File: src/rtl/apb_sched_pkg.sv
// Shared definitions for the APB request scheduler.
//   state_t : scheduler FSM encoding (ARB / BUSY / RESP)
//   CMD_W   : width of a {write, addr} command word
//   DATA_W  : APB data width
//   WR_BIT  : position of the write flag inside a command word
package apb_sched_pkg;

    typedef enum logic [1:0] {
        ARB  = 2'b00,
        BUSY = 2'b01,
        RESP = 2'b10
    } state_t;

    localparam int CMD_W  = 33;
    localparam int DATA_W = 32;
    localparam int WR_BIT = 32;

endpackage

File: src/rtl/rr_arbiter.sv
// Combinational round-robin arbiter.
//   i_req    : per-requester request vector
//   i_rr_ptr : highest-priority index for this decision
//   o_gnt    : one-hot grant (all zero when nothing requests)
//   o_gnt_id : encoded index of the granted requester
//   o_any    : at least one request is present
module rr_arbiter #(
    parameter int NREQ = 4,
    parameter int IDW  = 2
) (
    input  logic [NREQ-1:0] i_req,
    input  logic [IDW-1:0]  i_rr_ptr,
    output logic [NREQ-1:0] o_gnt,
    output logic [IDW-1:0]  o_gnt_id,
    output logic            o_any
);

    always_comb begin
        logic [IDW:0]   w_sum;
        logic [IDW-1:0] w_idx;
        o_gnt    = '0;
        o_gnt_id = '0;
        o_any    = 1'b0;
        // Scan from the pointer upward; NREQ need not be a power of two,
        // so the wrap is an explicit compare-and-subtract.
        for (int unsigned k = 0; k < NREQ; k++) begin
            w_sum = {1'b0, i_rr_ptr} + (IDW+1)'(k);
            if (w_sum >= (IDW+1)'(NREQ)) begin
                w_sum = w_sum - (IDW+1)'(NREQ);
            end
            w_idx = w_sum[IDW-1:0];
            if (!o_any && i_req[w_idx]) begin
                o_any        = 1'b1;
                o_gnt[w_idx] = 1'b1;
                o_gnt_id     = w_idx;
            end
        end
    end

endmodule

File: src/rtl/apb_req_scheduler.sv
// Shares one APB master engine between NREQ requesters.
//   Pclk, Presetn        : clock, asynchronous active-low reset
//   req_valid/addr/wdata : per-requester commands ({write, addr}, wdata)
//   req_ready            : one-hot accept, asserted only in the accept cycle
//   rsp_*                : response channel (valid/ready), id, read data, timeout flag
//   m_transfer/addr/wdata: command to the APB master engine, held while BUSY
//   m_done, m_rdata      : single-cycle completion pulse and read data from the engine
//   busy                 : scheduler is not idle in ARB
module apb_req_scheduler
    import apb_sched_pkg::*;
#(
    parameter int NREQ    = 4,
    parameter int IDW     = 2,
    parameter int TIMEOUT = 255,
    parameter int TW      = 8
) (
    input  logic                 Pclk,
    input  logic                 Presetn,
    input  logic [NREQ-1:0]      req_valid,
    input  logic [NREQ*33-1:0]   req_addr,
    input  logic [NREQ*32-1:0]   req_wdata,
    output logic [NREQ-1:0]      req_ready,
    output logic                 rsp_valid,
    input  logic                 rsp_ready,
    output logic [IDW-1:0]       rsp_id,
    output logic [31:0]          rsp_rdata,
    output logic                 rsp_err,
    output logic                 m_transfer,
    output logic [32:0]          m_addr,
    output logic [31:0]          m_wdata,
    input  logic                 m_done,
    input  logic [31:0]          m_rdata,
    output logic                 busy
);

    state_t              r_state;
    state_t              w_next;
    logic [IDW-1:0]      r_rr_ptr;
    logic [IDW-1:0]      r_gnt_id;
    logic [CMD_W-1:0]    r_cmd;
    logic [DATA_W-1:0]   r_wdata;
    logic [DATA_W-1:0]   r_rdata;
    logic                r_err;
    logic [TW-1:0]       r_cnt;

    logic [NREQ-1:0]     w_gnt;
    logic [IDW-1:0]      w_gnt_id;
    logic                w_any;
    logic [CMD_W-1:0]    w_sel_cmd;
    logic [DATA_W-1:0]   w_sel_wdata;
    logic                w_accept;
    logic                w_fin;
    logic                w_hs;
    logic                w_to;
    logic [IDW-1:0]      w_ptr_next;

    rr_arbiter #(
        .NREQ (NREQ),
        .IDW  (IDW)
    ) u_arb (
        .i_req    (req_valid),
        .i_rr_ptr (r_rr_ptr),
        .o_gnt    (w_gnt),
        .o_gnt_id (w_gnt_id),
        .o_any    (w_any)
    );

    // Command mux driven by the one-hot grant.
    always_comb begin
        w_sel_cmd   = '0;
        w_sel_wdata = '0;
        for (int unsigned k = 0; k < NREQ; k++) begin
            if (w_gnt[k]) begin
                w_sel_cmd   = req_addr[k*CMD_W +: CMD_W];
                w_sel_wdata = req_wdata[k*DATA_W +: DATA_W];
            end
        end
    end

    // Counter value before increment equals elapsed BUSY cycles minus one,
    // so the transfer is abandoned in the TIMEOUT-th BUSY cycle.
    assign w_to       = (r_cnt >= TW'(TIMEOUT - 1));
    assign w_ptr_next = (r_gnt_id == IDW'(NREQ - 1)) ? '0 : r_gnt_id + IDW'(1);

    always_ff @(posedge Pclk or negedge Presetn) begin
        if (!Presetn) begin
            r_state <= ARB;
        end else begin
            r_state <= w_next;
        end
    end

    always_comb begin
        w_next    = r_state;
        w_accept  = 1'b0;
        w_fin     = 1'b0;
        w_hs      = 1'b0;
        req_ready = '0;
        case (r_state)
            ARB: begin
                if (w_any) begin
                    // Gated by reset so no accept is ever shown while held in reset.
                    req_ready = Presetn ? w_gnt : '0;
                    w_accept  = 1'b1;
                    w_next    = BUSY;
                end
            end
            BUSY: begin
                if (m_done || w_to) begin
                    w_fin  = 1'b1;
                    w_next = RESP;
                end
            end
            RESP: begin
                if (rsp_ready) begin
                    w_hs   = 1'b1;
                    w_next = ARB;
                end
            end
            default: w_next = ARB;
        endcase
    end

    always_ff @(posedge Pclk or negedge Presetn) begin
        if (!Presetn) begin
            r_rr_ptr <= '0;
            r_gnt_id <= '0;
            r_cmd    <= '0;
            r_wdata  <= '0;
            r_rdata  <= '0;
            r_err    <= 1'b0;
            r_cnt    <= '0;
        end else begin
            if (w_accept) begin
                r_gnt_id <= w_gnt_id;
                r_cmd    <= w_sel_cmd;
                r_wdata  <= w_sel_wdata;
            end
            if (r_state == BUSY && r_cnt != '1) begin
                r_cnt <= r_cnt + TW'(1);
            end
            if (w_fin) begin
                // m_done has priority over a simultaneous timeout.
                r_err   <= !m_done;
                r_rdata <= (m_done && !r_cmd[WR_BIT]) ? m_rdata : '0;
            end
            if (w_hs) begin
                r_rr_ptr <= w_ptr_next;
                r_cnt    <= '0;
            end
        end
    end

    assign m_transfer = (r_state == BUSY);
    assign rsp_valid  = (r_state == RESP);
    assign busy       = (r_state != ARB);
    assign m_addr     = r_cmd;
    assign m_wdata    = r_wdata;
    assign rsp_id     = r_gnt_id;
    assign rsp_rdata  = r_rdata;
    assign rsp_err    = r_err;

endmodule

File: config.mk
export PLATFORM = sky130hd
export DESIGN_NAME = apb_req_scheduler
export DESIGN_NICKNAME = d
export VERILOG_FILES = /design/src/rtl/apb_sched_pkg.sv /design/src/rtl/rr_arbiter.sv /design/src/rtl/apb_req_scheduler.sv
export SDC_FILE = /design/constraint.sdc
export NUM_CORES = 1
export LEC_CHECK = 0
export ABC_AREA = 1
export BUFFER_PORTS_ARGS = -buffer_cell sky130_fd_sc_hd__buf_2
export CORE_MARGIN = 2
export CORE_UTILIZATION = 25
export DETAILED_ROUTE_END_ITERATION = 10
export GPL_ROUTABILITY_DRIVEN = 0
export PLACE_DENSITY = 0.61
export SLEW_MARGIN = 5
export SYNTH_ARGS = -nofsm -noshare
export SYNTH_HDL_FRONTEND = slang
export SYNTH_SLANG_ARGS = --single-unit
File: constraint.sdc
create_clock -name Pclk -period 4 [get_ports Pclk]
set_clock_uncertainty 0.15 [all_clocks]
set_input_delay 0.4 -clock Pclk [delete_from_list [all_inputs] [get_ports Pclk]]
set_output_delay 0.4 -clock Pclk [all_outputs]
set_load 0.05 [all_outputs]
==> reports/results.ini <==
[place]
dp_hpwl_um = 20500
place_area_um2 = 9350
dpl.cell_count = 1753
numPortBuffers = 406

[clock_network]
cts.sinks = 112
postCtsSetupRepairBufs = 0
cts_hold_buffers = 0
clk_path_buf_depth = 2
insertion_delay_ns = 0.35
cts_buffers = 9
ctsRootBufferMaster = clkbuf_16
cts_tree = yes
htreeDepth = 3
cts_resized = 0
clkTransAtPathRegs_ns = 0.07

[floorplanning]
die_width_um = 172
rows = 61
die-height_um = 172
coreArea_um2 = 27700
ios = 407
die_area_um2 = 29400
start_util_pct = 25.3

[synth]
yosysTopAreaCell = dfrtp_1
synth_cells = 1022
synth_mux_area_share_pct = 0
synthXorXnorAreaFrac_pct = 0
synth_compound_area_share_pct = 20.6
synth_seq_cells = 112
syn_avg_cell_area_um2 = 6.87
synthSimpleGateAreaFrac_pct = 27.5
syn_area_um2 = 7020
yosys.area_share.adder_pct = 1.43
synth_area_leaders = dfrtp_1 (40%), a21oi_1 (19%), nand2_1 (13%)
mappedNetlistNets = 1330
synth_warnings = 0
yosysUniqueCellTypes = 26
yosysSeqAreaShare_pct = 39.9
synth_top_area_share_pct = 39.9
synth_top_family_by_area = simple AND/OR/NAND/NOR gates

[setup_path]
rr_endpoint = m_addr[20]
end_kind = output port
crit_type = reg -> out
cp-start-kind = flop
worstPathArrival_ns = 2.80
worst_r2r_startpoint = r_rr_ptr[1]
cp_max_fo = 29
r2r_slack_ns = 0.83
worstPathRequired_ns = 3.45
reg2reg_depth = 14

[outcome]
status = finished clean

[global_route]
antenna_found_initial = 4
grt.overflow.total = 0
use_met2_pct = 30.1
first_global_vias = 7755
top_usage_layer = met2
grt_pass1_wl_um = 40900
track_usage_pct = 17.6
grt.met1_usage_pct = 21.4
grt_max_degree = 85
met3_usage_pct = 4.97

[cells_and_area]
fin_cells = 1772
final_cell_area_um2 = 9660
syn_to_final_growth_pct = 37.7
drive_gt1_share_pct = 33.2
num-nets-final = 1694

[drt]
ant_nets = 0
drtIter0Drc = 490
viasPerCell = 4.68
dr_total_vias = 8285
dr.pass1.iters = 5
drc_errors = 0
wl_per_cell_um = 15.5
wirelength_um = 27400

[timing]
worst_slew_pin_slew_ns = 1.23
min_period_over_period_pct = 83.7
setup_violations = 0
rsz0062_at_grt = false
setup_tns_ns = 0
final-max-slew-violation-count = 0
holdWs_ns = 0.0464
slew_headroom_pct = 18.1
timing.fmax_ghz = 0.299
hold_viol_final = 0
post-route-min-period_ns = 3.35

[run]
drv_cap = 0

[hold_path]
hold_path.class = in -> async

[registers in the layout (all words and copies together), names as in the netlist]
| register | flops |
|---|---|
| r_rr_ptr | 2 |
| m_wdata | 32 |
| rsp_rdata | 32 |
| r_state | 2 |
| r_cnt | 8 |
| m_addr | 33 |
| rsp_id | 2 |
| rsp_err | 1 |
[cell families after synthesis]
family	Yosys count
AND/OR/NAND/NOR	453
AO/OA/AOI/OAI	283
buffers and inverters	166
flip-flops	112
adder cells (fa/ha/maj)	8
[worst max path at each step]
| stage | startpoint | to | cells after the start |
|---|---|---|---|
| 2_1_floorplan | r_rr_ptr[0] | req_ready[2] | 13 |
| 3_3_place_gp | r_rr_ptr[1] | m_addr[17] | 14 |
| 3_5_place_dp | r_rr_ptr[1] | m_addr[24] | 14 |
| 4_1_cts | r_rr_ptr[1] | req_ready[1] | 12 |
| 5_1_grt | r_rr_ptr[0] | req_ready[0] | 12 |
| 6_report | r_rr_ptr[1] | req_ready[1] | 12 |
[critical path: stages (launching register included)]
cell     delay, ns
dfrtp_1       0.46
inv_1         0.18
ha_1          0.41
inv_1         0.10
nand3_1       0.10
nand2_2       0.07
nor2_4        0.20
a21oi_2       0.10
nand3_4       0.09
buf_4         0.31
nand2_1       0.11
inv_1         0.06
buf_2         0.25
[per-stage QoR]
step           setup WS, ns  util [%]
4_1_cts               0.659      34.8
3_5_place_dp          0.855      33.7
6_report              0.653      34.9
5_1_grt               0.459      34.9
3_3_place_gp          0.972      33.7
2_1_floorplan          1.17         -
[routing by layer]
layer | share of wire [%] | up-vias | wire length [um]
li1 | - | 4083 | -
met1 | 42 | 3821 | 11500
met2 | 48 | 341 | 13100
met3 | 8.2 | 38 | 2250
met4 | 1.9 | 2 | 520
met5 | 0.047 | - | 13
[synthesized netlist by cell type, drive strengths merged]
| cell | instances |
|---|---|
| a21boi | 3 |
| a21oi | 268 |
| buf | 51 |
| clkbuf | 21 |
| clkinv | 2 |
| dfrtp | 112 |
| ha | 8 |
| inv | 92 |
| nand2 | 250 |
| nand3 | 111 |
| nand4 | 5 |
| nor2 | 81 |
| nor3 | 6 |
| o2111ai | 1 |
| o21ai | 8 |
| o31ai | 3 |
[cell usage in the layout (no fill, tap or decap), types with 4 or more instances in the layout]
cell type / count
buf_2: 405
a21oi_1: 266
nand2_1: 244
dfrtp_1: 112
nand3_1: 106
inv_1: 88
nor2_1: 76
buf_4: 16
clkbuf_16: 9
o21ai_0: 8
ha_1: 8
nor3_1: 6
nand4_1: 5
diode_2: 4
inv_2: 4
buf_12: 4
[cell type report]
cell class                 instances  area, um2
fill                            2999      18000
timing repair buffer             425       2230
inverter                          94        353
clock buffer                       9        225
sequential                       112       2800
multi-input combinational        744       3490
antenna                            4       10.0
tap                              378        473
clock inverter                     6       77.6
Power is left out: the tool's default activity adds up to more than one toggle a clock period on the data nets, which glitch-free logic cannot reach.
